===== src/rtl/rc4_prga_decrypt_if.sv =====
// ---------------------------------------------------------------------------
// rc4_prga_decrypt_if
// Groups the memory and handshake signals of the RC4 PRGA/decrypt block.
//
// Signals:
//   start     level request to begin decryption (sampled only when idle)
//   s_q       S-memory read data (1-cycle synchronous read)
//   s_addr    S-memory address
//   s_data    S-memory write data
//   s_wren    S-memory write enable
//   msg_q     encrypted-message ROM read data (1-cycle synchronous read)
//   msg_addr  encrypted-message ROM address
//   dec_addr  decrypted-message RAM address
//   dec_data  decrypted-message RAM write data
//   dec_wren  decrypted-message RAM write enable
//   done      sticky completion flag
//   valid     meaningful when done=1; 1 = every written byte passed the check
//
// Modports:
//   slave   the decrypt engine side
//   master  the surrounding system (memories and controller) side
// ---------------------------------------------------------------------------
interface rc4_prga_decrypt_if #(
    parameter int MSG_AW = 5
);
    logic              start;
    logic [7:0]        s_q;
    logic [7:0]        s_addr;
    logic [7:0]        s_data;
    logic              s_wren;
    logic [7:0]        msg_q;
    logic [MSG_AW-1:0] msg_addr;
    logic [MSG_AW-1:0] dec_addr;
    logic [7:0]        dec_data;
    logic              dec_wren;
    logic              done;
    logic              valid;

    modport slave (
        input  start, s_q, msg_q,
        output s_addr, s_data, s_wren, msg_addr,
               dec_addr, dec_data, dec_wren, done, valid
    );

    modport master (
        output start, s_q, msg_q,
        input  s_addr, s_data, s_wren, msg_addr,
               dec_addr, dec_data, dec_wren, done, valid
    );
endinterface


===== src/rtl/rc4_prga_decrypt.sv =====
// ---------------------------------------------------------------------------
// rc4_prga_decrypt
// RC4 pseudo-random generation over a pre-scheduled S-memory. For each
// message byte k it advances i, accumulates j, swaps S[i]/S[j] in place,
// fetches S[S[i]+S[j]] and XORs it with encrypted byte k, writing the result
// into the decrypted-message RAM. With CHECK_ASCII=1 the run stops after the
// first decrypted byte that is not lowercase ASCII or space, so a key search
// can reject a wrong key early.
//
// Ports:
//   clk    system clock
//   reset  synchronous, active-low reset
//   bus    rc4_prga_decrypt_if.slave: start, S-memory port, message ROM
//          port, decrypted RAM port, done/valid status
//
// Parameters:
//   MSG_LEN      number of message bytes processed (1..256)
//   MSG_AW       message ROM / decrypted RAM address width
//   CHECK_ASCII  1 = abort on first non-text decrypted byte
//
// All outputs are decoded from the state and working registers; after reset
// the engine sits in IDLE with k=0, so every output reads 0.
// ---------------------------------------------------------------------------
module rc4_prga_decrypt #(
    parameter int MSG_LEN     = 32,
    parameter int MSG_AW      = 5,
    parameter bit CHECK_ASCII = 1'b1
) (
    input  logic                  clk,
    input  logic                  reset,
    rc4_prga_decrypt_if.slave     bus
);

    typedef enum logic [3:0] {
        ST_IDLE,
        ST_INC_I,
        ST_WAIT_SI,
        ST_READ_SI,
        ST_ADDR_SJ,
        ST_WAIT_SJ,
        ST_READ_SJ,
        ST_WR_I,
        ST_WR_J,
        ST_ADDR_F,
        ST_WAIT_F,
        ST_READ_F,
        ST_WR_DEC,
        ST_NEXT,
        ST_DONE
    } state_t;

    localparam logic [MSG_AW-1:0] K_LAST = MSG_AW'(MSG_LEN - 1);

    state_t            state_q, state_d;
    logic [7:0]        i_q, i_d;
    logic [7:0]        j_q, j_d;
    logic [7:0]        si_q, si_d;
    logic [7:0]        sj_q, sj_d;
    logic [7:0]        f_q, f_d;
    logic [MSG_AW-1:0] k_q, k_d;
    // Cleared by the first failing byte; reported as valid once done.
    logic              ok_q, ok_d;

    // Lowercase letters and space are the only accepted plaintext bytes.
    function automatic logic is_text(input logic [7:0] b);
        return ((b >= 8'h61) && (b <= 8'h7A)) || (b == 8'h20);
    endfunction

    always_ff @(posedge clk) begin
        if (!reset) begin
            state_q <= ST_IDLE;
            i_q     <= 8'h00;
            j_q     <= 8'h00;
            si_q    <= 8'h00;
            sj_q    <= 8'h00;
            f_q     <= 8'h00;
            k_q     <= '0;
            ok_q    <= 1'b0;
        end else begin
            state_q <= state_d;
            i_q     <= i_d;
            j_q     <= j_d;
            si_q    <= si_d;
            sj_q    <= sj_d;
            f_q     <= f_d;
            k_q     <= k_d;
            ok_q    <= ok_d;
        end
    end

    always_comb begin
        state_d = state_q;
        i_d     = i_q;
        j_d     = j_q;
        si_d    = si_q;
        sj_d    = sj_q;
        f_d     = f_q;
        k_d     = k_q;
        ok_d    = ok_q;

        bus.s_addr   = 8'h00;
        bus.s_data   = 8'h00;
        bus.s_wren   = 1'b0;
        bus.msg_addr = k_q;
        bus.dec_addr = '0;
        bus.dec_data = 8'h00;
        bus.dec_wren = 1'b0;
        bus.done     = 1'b0;
        bus.valid    = 1'b0;

        case (state_q)
            ST_IDLE: begin
                if (bus.start) begin
                    ok_d    = 1'b1;
                    state_d = ST_INC_I;
                end
            end
            // Present the incremented index immediately so the read of
            // S[i] overlaps the register update.
            ST_INC_I: begin
                i_d         = i_q + 8'd1;
                bus.s_addr  = i_q + 8'd1;
                state_d     = ST_WAIT_SI;
            end
            ST_WAIT_SI: begin
                bus.s_addr = i_q;
                state_d    = ST_READ_SI;
            end
            ST_READ_SI: begin
                bus.s_addr = i_q;
                si_d       = bus.s_q;
                j_d        = j_q + bus.s_q;
                state_d    = ST_ADDR_SJ;
            end
            ST_ADDR_SJ: begin
                bus.s_addr = j_q;
                state_d    = ST_WAIT_SJ;
            end
            ST_WAIT_SJ: begin
                bus.s_addr = j_q;
                state_d    = ST_READ_SJ;
            end
            ST_READ_SJ: begin
                bus.s_addr = j_q;
                sj_d       = bus.s_q;
                state_d    = ST_WR_I;
            end
            ST_WR_I: begin
                bus.s_addr = i_q;
                bus.s_data = sj_q;
                bus.s_wren = 1'b1;
                state_d    = ST_WR_J;
            end
            // Written second so that when i==j the stored value is si.
            ST_WR_J: begin
                bus.s_addr = j_q;
                bus.s_data = si_q;
                bus.s_wren = 1'b1;
                state_d    = ST_ADDR_F;
            end
            ST_ADDR_F: begin
                bus.s_addr = si_q + sj_q;
                state_d    = ST_WAIT_F;
            end
            ST_WAIT_F: begin
                bus.s_addr = si_q + sj_q;
                state_d    = ST_READ_F;
            end
            ST_READ_F: begin
                bus.s_addr = si_q + sj_q;
                f_d        = bus.s_q ^ bus.msg_q;
                state_d    = ST_WR_DEC;
            end
            // The failing byte is still written; the abort takes effect in NEXT.
            ST_WR_DEC: begin
                bus.dec_addr = k_q;
                bus.dec_data = f_q;
                bus.dec_wren = 1'b1;
                if (CHECK_ASCII && !is_text(f_q)) begin
                    ok_d = 1'b0;
                end
                state_d = ST_NEXT;
            end
            ST_NEXT: begin
                if (!ok_q || (k_q == K_LAST)) begin
                    state_d = ST_DONE;
                end else begin
                    k_d     = k_q + 1'b1;
                    state_d = ST_INC_I;
                end
            end
            ST_DONE: begin
                bus.done  = 1'b1;
                bus.valid = ok_q;
            end
            default: begin
                state_d = ST_IDLE;
            end
        endcase
    end

endmodule

===== src/flat_wrapper.sv =====
// flat-port wrapper written by rule: the top's interface ports become plain ports
module rc4_prga_decrypt_flat 
#(
    parameter int MSG_LEN     = 32,
    parameter int MSG_AW      = 5,
    parameter bit CHECK_ASCII = 1'b1
)
  (clk, reset, bus_start, bus_s_q, bus_msg_q, bus_s_addr, bus_s_data, bus_s_wren, bus_msg_addr, bus_dec_addr, bus_dec_data, bus_dec_wren, bus_done, bus_valid);
  rc4_prga_decrypt_if #(.MSG_AW(MSG_AW)) bus_i ();
  input  logic clk;
  input  logic reset;
  input wire logic [$bits(bus_i.start)-1:0] bus_start;
  input wire logic [$bits(bus_i.s_q)-1:0] bus_s_q;
  input wire logic [$bits(bus_i.msg_q)-1:0] bus_msg_q;
  output wire logic [$bits(bus_i.s_addr)-1:0] bus_s_addr;
  output wire logic [$bits(bus_i.s_data)-1:0] bus_s_data;
  output wire logic [$bits(bus_i.s_wren)-1:0] bus_s_wren;
  output wire logic [$bits(bus_i.msg_addr)-1:0] bus_msg_addr;
  output wire logic [$bits(bus_i.dec_addr)-1:0] bus_dec_addr;
  output wire logic [$bits(bus_i.dec_data)-1:0] bus_dec_data;
  output wire logic [$bits(bus_i.dec_wren)-1:0] bus_dec_wren;
  output wire logic [$bits(bus_i.done)-1:0] bus_done;
  output wire logic [$bits(bus_i.valid)-1:0] bus_valid;
  assign bus_i.start = bus_start;
  assign bus_i.s_q = bus_s_q;
  assign bus_i.msg_q = bus_msg_q;
  assign bus_s_addr = bus_i.s_addr;
  assign bus_s_data = bus_i.s_data;
  assign bus_s_wren = bus_i.s_wren;
  assign bus_msg_addr = bus_i.msg_addr;
  assign bus_dec_addr = bus_i.dec_addr;
  assign bus_dec_data = bus_i.dec_data;
  assign bus_dec_wren = bus_i.dec_wren;
  assign bus_done = bus_i.done;
  assign bus_valid = bus_i.valid;
  rc4_prga_decrypt #(.MSG_LEN(MSG_LEN), .MSG_AW(MSG_AW), .CHECK_ASCII(CHECK_ASCII)) u_core (.clk(clk), .reset(reset), .bus(bus_i));
endmodule

===== config.mk =====
export PLATFORM = sky130hd
export DESIGN_NAME = rc4_prga_decrypt_flat
export DESIGN_NICKNAME = d
export VERILOG_FILES = /design/src/rtl/rc4_prga_decrypt_if.sv /design/src/rtl/rc4_prga_decrypt.sv /design/src/flat_wrapper.sv
export SDC_FILE = /design/constraint.sdc
export NUM_CORES = 1
export LEC_CHECK = 0
export ABC_CLOCK_PERIOD_IN_PS = 5350
export CORE_UTILIZATION = 50
export DETAILED_ROUTE_END_ITERATION = 8
export HOLD_SLACK_MARGIN = 0.08
export PLACE_DENSITY = 0.76
export SLEW_MARGIN = 20
export SYNTH_ARGS = -nofsm -noshare
export SYNTH_HDL_FRONTEND = slang
export SYNTH_SLANG_ARGS = --single-unit

===== constraint.sdc =====
create_clock -name clk -period 5.35 [get_ports clk]
set_clock_uncertainty 0.05 [all_clocks]
set_input_delay 1.07 -clock clk [delete_from_list [all_inputs] [get_ports clk]]
set_output_delay 1.07 -clock clk [all_outputs]
set_load 0.02 [all_outputs]

Word level (Yosys, flattened, before mapping). Cells that the tools add are included.

Register bits: 50. Bits in latches: 0. Memory bits (writable): 0. Memory bits (read-only): 0. Output and inout bits: 38. Memories kept: 0.

$add $sub $neg: 4. Multiply operators: 0. Divide/modulo/power cells: 0. Magnitude comparators: 2. Equal/unequal tests: 18. Shift operators: 0. Muxes and demuxes: 14. Bitwise logic cells: 3. Reduce and logical (&&, ||, !) cells: 13.

Operator list (count): 4-bit one-hot mux with 15 select lines (1); 8-bit one-hot mux with 4 select lines (1); 4-bit equality test, second input constant (7); 8-bit adder (2); 4-bit by 3-bit equality test with 1-bit output, second input constant (4); 8-bit one-hot mux with 2 select lines (1); 8-bit by 1-bit adder with 8-bit output, second input constant (1); 4-bit by 2-bit equality test with 1-bit output, second input constant (2); 8-bit by 6-bit equality test with 1-bit output, second input constant (1); 8-bit by 7-bit greater-or-equal comparator with 1-bit output, second input constant (1); 8-bit by 7-bit <= comparator with 1-bit output, second input constant (1); 4-bit 2-to-1 mux (2); 8-bit 2-to-1 mux (1); 8-bit XOR (1); 1-bit 2-to-1 mux (6); 3-bit OR reduction (2); 5-bit by 1-bit adder with 5-bit output, second input constant (1); 5-bit equality test, second input constant (1); 5-bit 2-to-1 mux (1); 4-bit by 1-bit equality test with 1-bit output, second input constant (1); 4-bit zero test (1); 2-bit inequality test, second input constant (2); 2-bit AND reduction (2); 4-bit OR reduction (1); other kinds (8) (10).

Depth between registers and ports, before layout. Gate-level depths: netlist of the first run.

Depth after elaboration: 5. Gate-level depth with buffers: 8.

Least setup slack after synthesis of the first run. No wires, ideal clock.

Path type: flip-flop to output port. From: reg u_core.sj_q[0]. To: out bus_s_addr[4]. Data arrival time: 1.760 ns. Slack: 2.470 ns. Stages on the path, launching flop included: 9. Buffers on the path: 0. Path through: dfxtp_1 -> ha_1 -> inv_1 -> fa_1 -> nor2b_1 -> o21a_1 -> or2_2 -> xnor2_1 -> o211ai_1.

Word-level cells in the longest chain between the ends: 2.

RTL lines: from (decl) (RTL line rc4_prga_decrypt.sv:58) `logic [7:0] sj_q, sj_d;`; from (signal assigned) (RTL line rc4_prga_decrypt.sv:84) `sj_q <= sj_d;`; 8-bit adder (RTL line rc4_prga_decrypt.sv:162, rc4_prga_decrypt.sv:166, rc4_prga_decrypt.sv:170); 8-bit one-hot mux with 4 select lines (RTL line rc4_prga_decrypt.sv:111) `case (state_q)`; to (decl) (RTL line flat_wrapper.sv:15) `output wire logic [$bits(bus_i.s_addr)-1:0] bus_s_addr;`.

No other way between the ends.

Final worst setup path of the first run.
From: reg u_core.state_q[0]. To: out bus_s_addr[6].

Word-level cells in the longest chain between the ends: 3.

RTL lines: from (decl) (RTL line rc4_prga_decrypt.sv:54) `state_t state_q, state_d;`; from (signal assigned) (RTL line rc4_prga_decrypt.sv:80) `state_q <= state_d;`; 4-bit by 3-bit equality test with 1-bit output (tied with other cells) (RTL line rc4_prga_decrypt.sv:111); 4-bit OR reduction (no line) or 3-bit OR reduction (tied branches); 8-bit one-hot mux with 4 select lines (*) (RTL line rc4_prga_decrypt.sv:111).

Mark *: on every way between the ends. The rest lies on a longest branch, timed or not.

==> results of run 1 <==
[path summary, 6_finish.rpt]
kind,start,end,slack [ns],cells past startpoint
max,u_core.state_q[0],bus_s_addr[6],1.33,7
min reg2reg,u_core.sj_q[2],u_core.sj_q[2],0.44,2
min,u_core.sj_q[2],u_core.sj_q[2],0.44,2
max reg2reg,u_core.bus.msg_addr[0],u_core.bus.msg_addr[3],3.16,8
[routing by layer]
| metal | track usage | part of all wire | vias to the layer above |
|---|---|---|---|
| met5 | 0 | 0 | - |
| met4 | 0.08276 | 0.020 | 0 |
| met3 | 0.04066 | 0.049 | 14 |
| met2 | 0.3926 | 0.47 | 91 |
| met1 | 0.3365 | 0.46 | 1327 |
| li1 | - | - | 1466 |
[sequential cells by signal, summed over array words and instances (netlist names)]
| name | flops |
|---|---|
| u_core.f_q | 8 |
| u_core.sj_q | 8 |
| u_core.ok_q | 1 |
| u_core.state_q | 4 |
| u_core.j_q | 8 |
| u_core.si_q | 8 |
| u_core.bus.msg_addr | 5 |
| u_core.i_q | 8 |
[stage by stage]
step / setup slack (ns) / hold slack, ns / utilization
3_3_place_gp: 1.760 / 0.4284 / 0.6283
5_1_grt: 1.156 / 0.4781 / 0.6447
4_1_cts: 1.298 / 0.4409 / 0.6439
2_1_floorplan: 2.470 / 0.4060 / -
3_5_place_dp: 1.652 / 0.4293 / 0.6283
6_report: 1.327 / 0.4388 / 0.6447
[layout make-up]
cell class                      count  area [µm²]  share of cell area
Timing Repair Buffer               58       575.6              0.1465
Multi-Input combinational cell    314        2123              0.5403
Sequential cell                    50        1001              0.2547
Tap cell                           75       93.84             0.02388
Inverter                           11       41.29             0.01051
Clock buffer                        6       82.58             0.02101
Clock inverter                      2       12.51            0.003184
[critical path, stage by stage (launching register included)]
cell and delay, ns:
dfxtp_1 0.62, nand2b_1 0.24, nor3_1 0.07, buf_4 0.21
o21bai_1 0.26, a222oi_1 0.42, o211ai_1 0.18, clkdlybuf4s50_1 0.59
[cells by family (layout without fill, tap and decap cells)]
family	Yosys count	count (layout)
muxes	4	4
buffers and inverters	29	77
xor gates and xnor gates	30	30
AOI/OAI and AO/OA	105	105
and+or+nand+nor	156	156
adders and majority gates	19	19
DFF	50	50
[synthesized netlist by cell type (8+ instances only)]
master     n
nand2_1   64
dfxtp_1   50
and2_1    28
o21ai_0   20
xnor2_1   20
a21oi_1   19
a21boi_0  18
ha_1      17
nor2_1    14
nor2b_1   12
inv_1     11
xor2_1    10
clkbuf_1   9
o211a_1    9
a22o_1     8
buf_2      8
nand3_1    8
[where the power goes]
group | leakage [nW] | switching [W] | total (W) | internal (W)
Combinational | 1.08 | 0.0000708 | 0.000130 | 0.0000589
Sequential | 0.404 | 0.0000252 | 0.000409 | 0.000384
Clock | 0.0472 | 0.000130 | 0.000234 | 0.000104
Total | 1.53 | 0.000226 | 0.000773 | 0.000547
==> run metrics, run 1 <==
setup bufs post-CTS 0; Yosys cell types 47; clock sink count 50; initial antenna violation count 0; FMAX 0.2485 GHz; Crit path required time 4.23 ns; first-pass GRT wire length 12530 µm; total gr overflow 0; Die ar. 6818 µm²; gpl congestion 0.8995; Cell Count, Final, Fillers Out 516; Setup Crit Path Kind reg2out; Simple-Gate Fraction of Synth Area 0.2548; TritonRoute pass-1 iters 4; status complete, no violations; Post-synth EDFFs 0; Total Neg Setup Slack 0 ns; mux contribution to synthesized area 0.01234; largest family of logic cells by synthesized area simple AND/OR/NAND/NOR gates; Worst Setup Start Kind flip-flop; io pins 57; CTS buffer count 5; share of layout cells above drive strength 1 0.04082; Max Cap Viol 0; Worst Tran Pin Value 0.7537 ns; commonest cells after routing, fill and taps aside 64 x nand2_1, 56 x clkdlybuf4s50_1, 50 x dfxtp_1, 28 x and2_1; largest net degree at the start of global routing 31; commonest non-fill, non-tap cell in the layout nand2_1; # DRC 0; Die Y-Extent 82.57 µm; vias per inst 5.616; Yosys top cell by area dfxtp_1; Lkg Pwr 1.529 nW; Worst-path clk slew 0.10 ns; routed length per instance 15.05 µm; endpoints failing setup 0; hold buffer count at cts 0; # nets final 478; CP endpoint kind primary output; Resized cells post-CTS 0; vias in the first global route 2602; Seq cells post-synth 50; final hold vios 0; via count 2898; top-area cell type share of the netlist area 0.3084; Post-Syn Area 3246 µm²; Period minus WS final 4.023 ns; CP arrival 2.90 ns; Post-DP HPWL 5758 µm; ANT nets after route 0; post-route cell area 3930 µm²; CTS tree done; max_slew headroom 0.4960; Most used DFF post-synth dfxtp_1; Core ar. 6096 µm²; H-tree Lvls 2; Slew Viols, Final 0; Area Growth Syn to Fin 21.09%; GRT Total Usage 0.2463; largest fanout on the critical path 16; Initial Utilization 0.5324; Hold Crit Class reg2reg; die width 82.57 µm; Site Rows 28; ys async rst share 0; syn nets 431; fin crit share 0.7520; sequential area share after synthesis 0.3084; later-pin clock latency in the skew report 0.30 ns; Area contributors post-synth dfxtp_1 31%, nand2_1 7.4%, ha_1 6.6%, and2_1 5.4%, xnor2_1 5.4%; 1st-iter DRT viols 165; placed cells 508; clk root buf clkbuf_8; Max VDD drop 0.1214 mV; RSZ-0062 raised after global routing false; compound-gate portion of the synthesized area 0.2267; Placed Area 3830 µm²; clk buf depth 2; Antenna diodes 0; Mapped Cells 393; drt total wl 7768 µm; Pwr per Cell Area 196.7 nW/µm²; Adder-Cell Fraction of Synth Area 0.07787; Syn. warnings 0; Fillers 577; Syn Area/Cell 8.259 µm²; Power Total 0.0007730 W; port bufs 56; XOR/XNOR share of the synthesized area 0.08096
No activity file was read; power rests on OpenSTA's default activity.
==> inputs of run 2 (changes only) <==
--- a/config.mk
+++ b/config.mk
@@ -5,11 +5,11 @@
 export SDC_FILE = /design/constraint.sdc
 export NUM_CORES = 1
 export LEC_CHECK = 0
-export ABC_CLOCK_PERIOD_IN_PS = 5350
-export CORE_UTILIZATION = 50
+export ABC_CLOCK_PERIOD_IN_PS = 3300
+export CORE_UTILIZATION = 48
 export DETAILED_ROUTE_END_ITERATION = 8
 export HOLD_SLACK_MARGIN = 0.08
-export PLACE_DENSITY = 0.76
+export PLACE_DENSITY = 0.77
 export SLEW_MARGIN = 20
 export SYNTH_ARGS = -nofsm -noshare
 export SYNTH_HDL_FRONTEND = slang
==> constraint.sdc (replaced) <==
create_clock -name clk -period 3.3 [get_ports clk]
set_clock_uncertainty 0.05 [all_clocks]
set_input_delay 0.66 -clock clk [delete_from_list [all_inputs] [get_ports clk]]
set_output_delay 0.66 -clock clk [all_outputs]
set_load 0.02 [all_outputs]
==> run 2 against run 1 <==
The run now ends with design-rule violations left. Largest cell class unchanged. Critical path depth decreased by 1. Design area increased by 1.1%. Non-clock buffer count increased by 7. Combinational power increased by 78%. Flip-flop and latch count unchanged.
==> run metrics, run 2 (synthesis results as in run 1) <==
vias in the first global route 2863 (+10%); # nets final 485 (+1.5%); Worst-path clk slew 0.09 ns (about the same); H-tree Lvls 2 (unchanged); largest fanout on the critical path 8 (-8); commonest cells after routing, fill and taps aside 64 x nand2_1, 51 x clkdlybuf4s50_1, 49 x dfxtp_1, 28 x and2_1; status finished, violations left; hold buffer count at cts 0 (unchanged); # DRC 11 (+11); share of layout cells above drive strength 1 0.05157 (+0.01075); Post-DP HPWL 6142 µm (+6.7%); Final WS setup 0.1498 ns (-1.177 ns); Worst Setup Start Kind flip-flop; Site Rows 29 (+3.6%); RSZ-0062 raised after global routing false; commonest non-fill, non-tap cell in the layout nand2_1; CTS buffer count 5 (unchanged); Die Y-Extent 84.23 µm (+2.0%); Hold Slack 0.4371 ns (-0.001757 ns); Post-Route Utilization 0.6187 (-0.02596); 1st-iter DRT viols 171 (+3.6%); FMAX 0.3174 GHz; ANT nets after route 0 (unchanged); TritonRoute pass-1 iters 6 (+2); Pwr per Cell Area 312.5 nW/µm² (+59%); routed length per instance 15.49 µm (+2.9%); fin crit share 0.9546; clk buf depth 2 (unchanged); Crit path required time 2.59 ns (-1.64 ns); pre-CTS setup slack 0.2897 ns (-1.363 ns); Lkg Pwr 1.628 nW (+6.4%); Die ar. 7095 µm² (+4.1%); Worst Tran Pin Value 0.7090 ns (-0.04465 ns); Max VDD drop 0.2164 mV (+78%); vias per inst 5.748 (+2.3%); clock sink count 50 (unchanged); CTS tree done; Setup Crit Path Kind reg2out; via count 3006 (+3.7%); WHS Path Cells 2 (unchanged); later-pin clock latency in the skew report 0.31 ns (about the same); total gr overflow 0 (unchanged); Antenna diodes 0 (unchanged); endpoints failing setup 0 (unchanged); Hold Crit Class reg2reg; CP arrival 2.44 ns (-0.46 ns); Period minus WS final 3.150 ns; CP endpoint kind primary output; first-pass GRT wire length 13470 µm (+7.5%); Total Neg Setup Slack 0 ns (unchanged); Area Growth Syn to Fin 22.44%; drt total wl 8101 µm (+4.3%); Initial Utilization 0.5054 (-0.02707); io pins 57 (unchanged); violated checks design-rule violations; Fillers 586 (+1.6%); Core ar. 6422 µm² (+5.4%); max_slew headroom 0.5252 (+0.02926); port bufs 56 (unchanged); Max Cap Viol 0 (unchanged); Slew Viols, Final 0 (unchanged); initial antenna violation count 0 (unchanged); reg2reg path depth 8 (unchanged); largest net degree at the start of global routing 21 (-32%); die width 84.23 µm (+2.0%); gpl congestion 0.9204 (+2.3%); clk root buf clkbuf_8; final hold vios 0 (unchanged); GRT Total Usage 0.2399 (-0.006423)
==> run 2: layout make-up <==
cell class | instances | area (µm²) | area share
inverter | 11 | 41.29 | 0.01039
multi-input combinational | 314 | 2118 | 0.5331
sequential | 50 | 1002 | 0.2522
tap | 77 | 96.34 | 0.02424
timing repair buffer | 65 | 633.1 | 0.1593
clock buffer | 6 | 82.58 | 0.02078
==> run 2: timing repair <==
item	4_1_cts	5_1_grt
pin swaps	0	0
buffers inserted	0	0
resized for setup	2	4
endpoints found under the setup margin	2	6
==> run 2: worst paths after layout <==
kind / startpoint / to / slack, ns
worst min-delay path: u_core.sj_q[2] / u_core.sj_q[2] / 0.44
worst max register to register: u_core.bus.msg_addr[0] / u_core.bus.msg_addr[3] / 1.05
worst max-delay path: u_core.state_q[0] / bus_s_addr[3] / 0.15
worst min register to register: u_core.sj_q[2] / u_core.sj_q[2] / 0.44
==> run 2: layer usage <==
metal  wire [µm]  global-route usage
met1        3556              0.2965
met4         174             0.09875
met2        3939              0.4143
met3         430             0.04031
met5           0                   0
==> run 2: worst max-delay path, cell delays in order, from the launching register on <==
cell and delay (ns):
dfxtp_1 0.44, nor4b_4 0.56, nand4_4 0.19, nor2_1 0.13
a21oi_1 0.05, o211ai_1 0.13, clkdlybuf4s50_1 0.64
==> run 2: power breakdown <==
part	leakage, nW	internal [W]	switching (W)
registers	0.404	0.000623	0.0000304
logic	1.18	0.000102	0.000130
clock network	0.0431	0.000162	0.000194
==> run 2: metrics by stage <==
stage	instance area, µm²	std cells	total power (W)
6_report	3974	523	0.001242
5_1_grt	3974	523	0.001299
4_1_cts	3965	523	0.001250
3_3_place_gp	3885	517	0.0008887
2_1_floorplan	3246	393	0.0008168
3_5_place_dp	3885	517	0.0008950
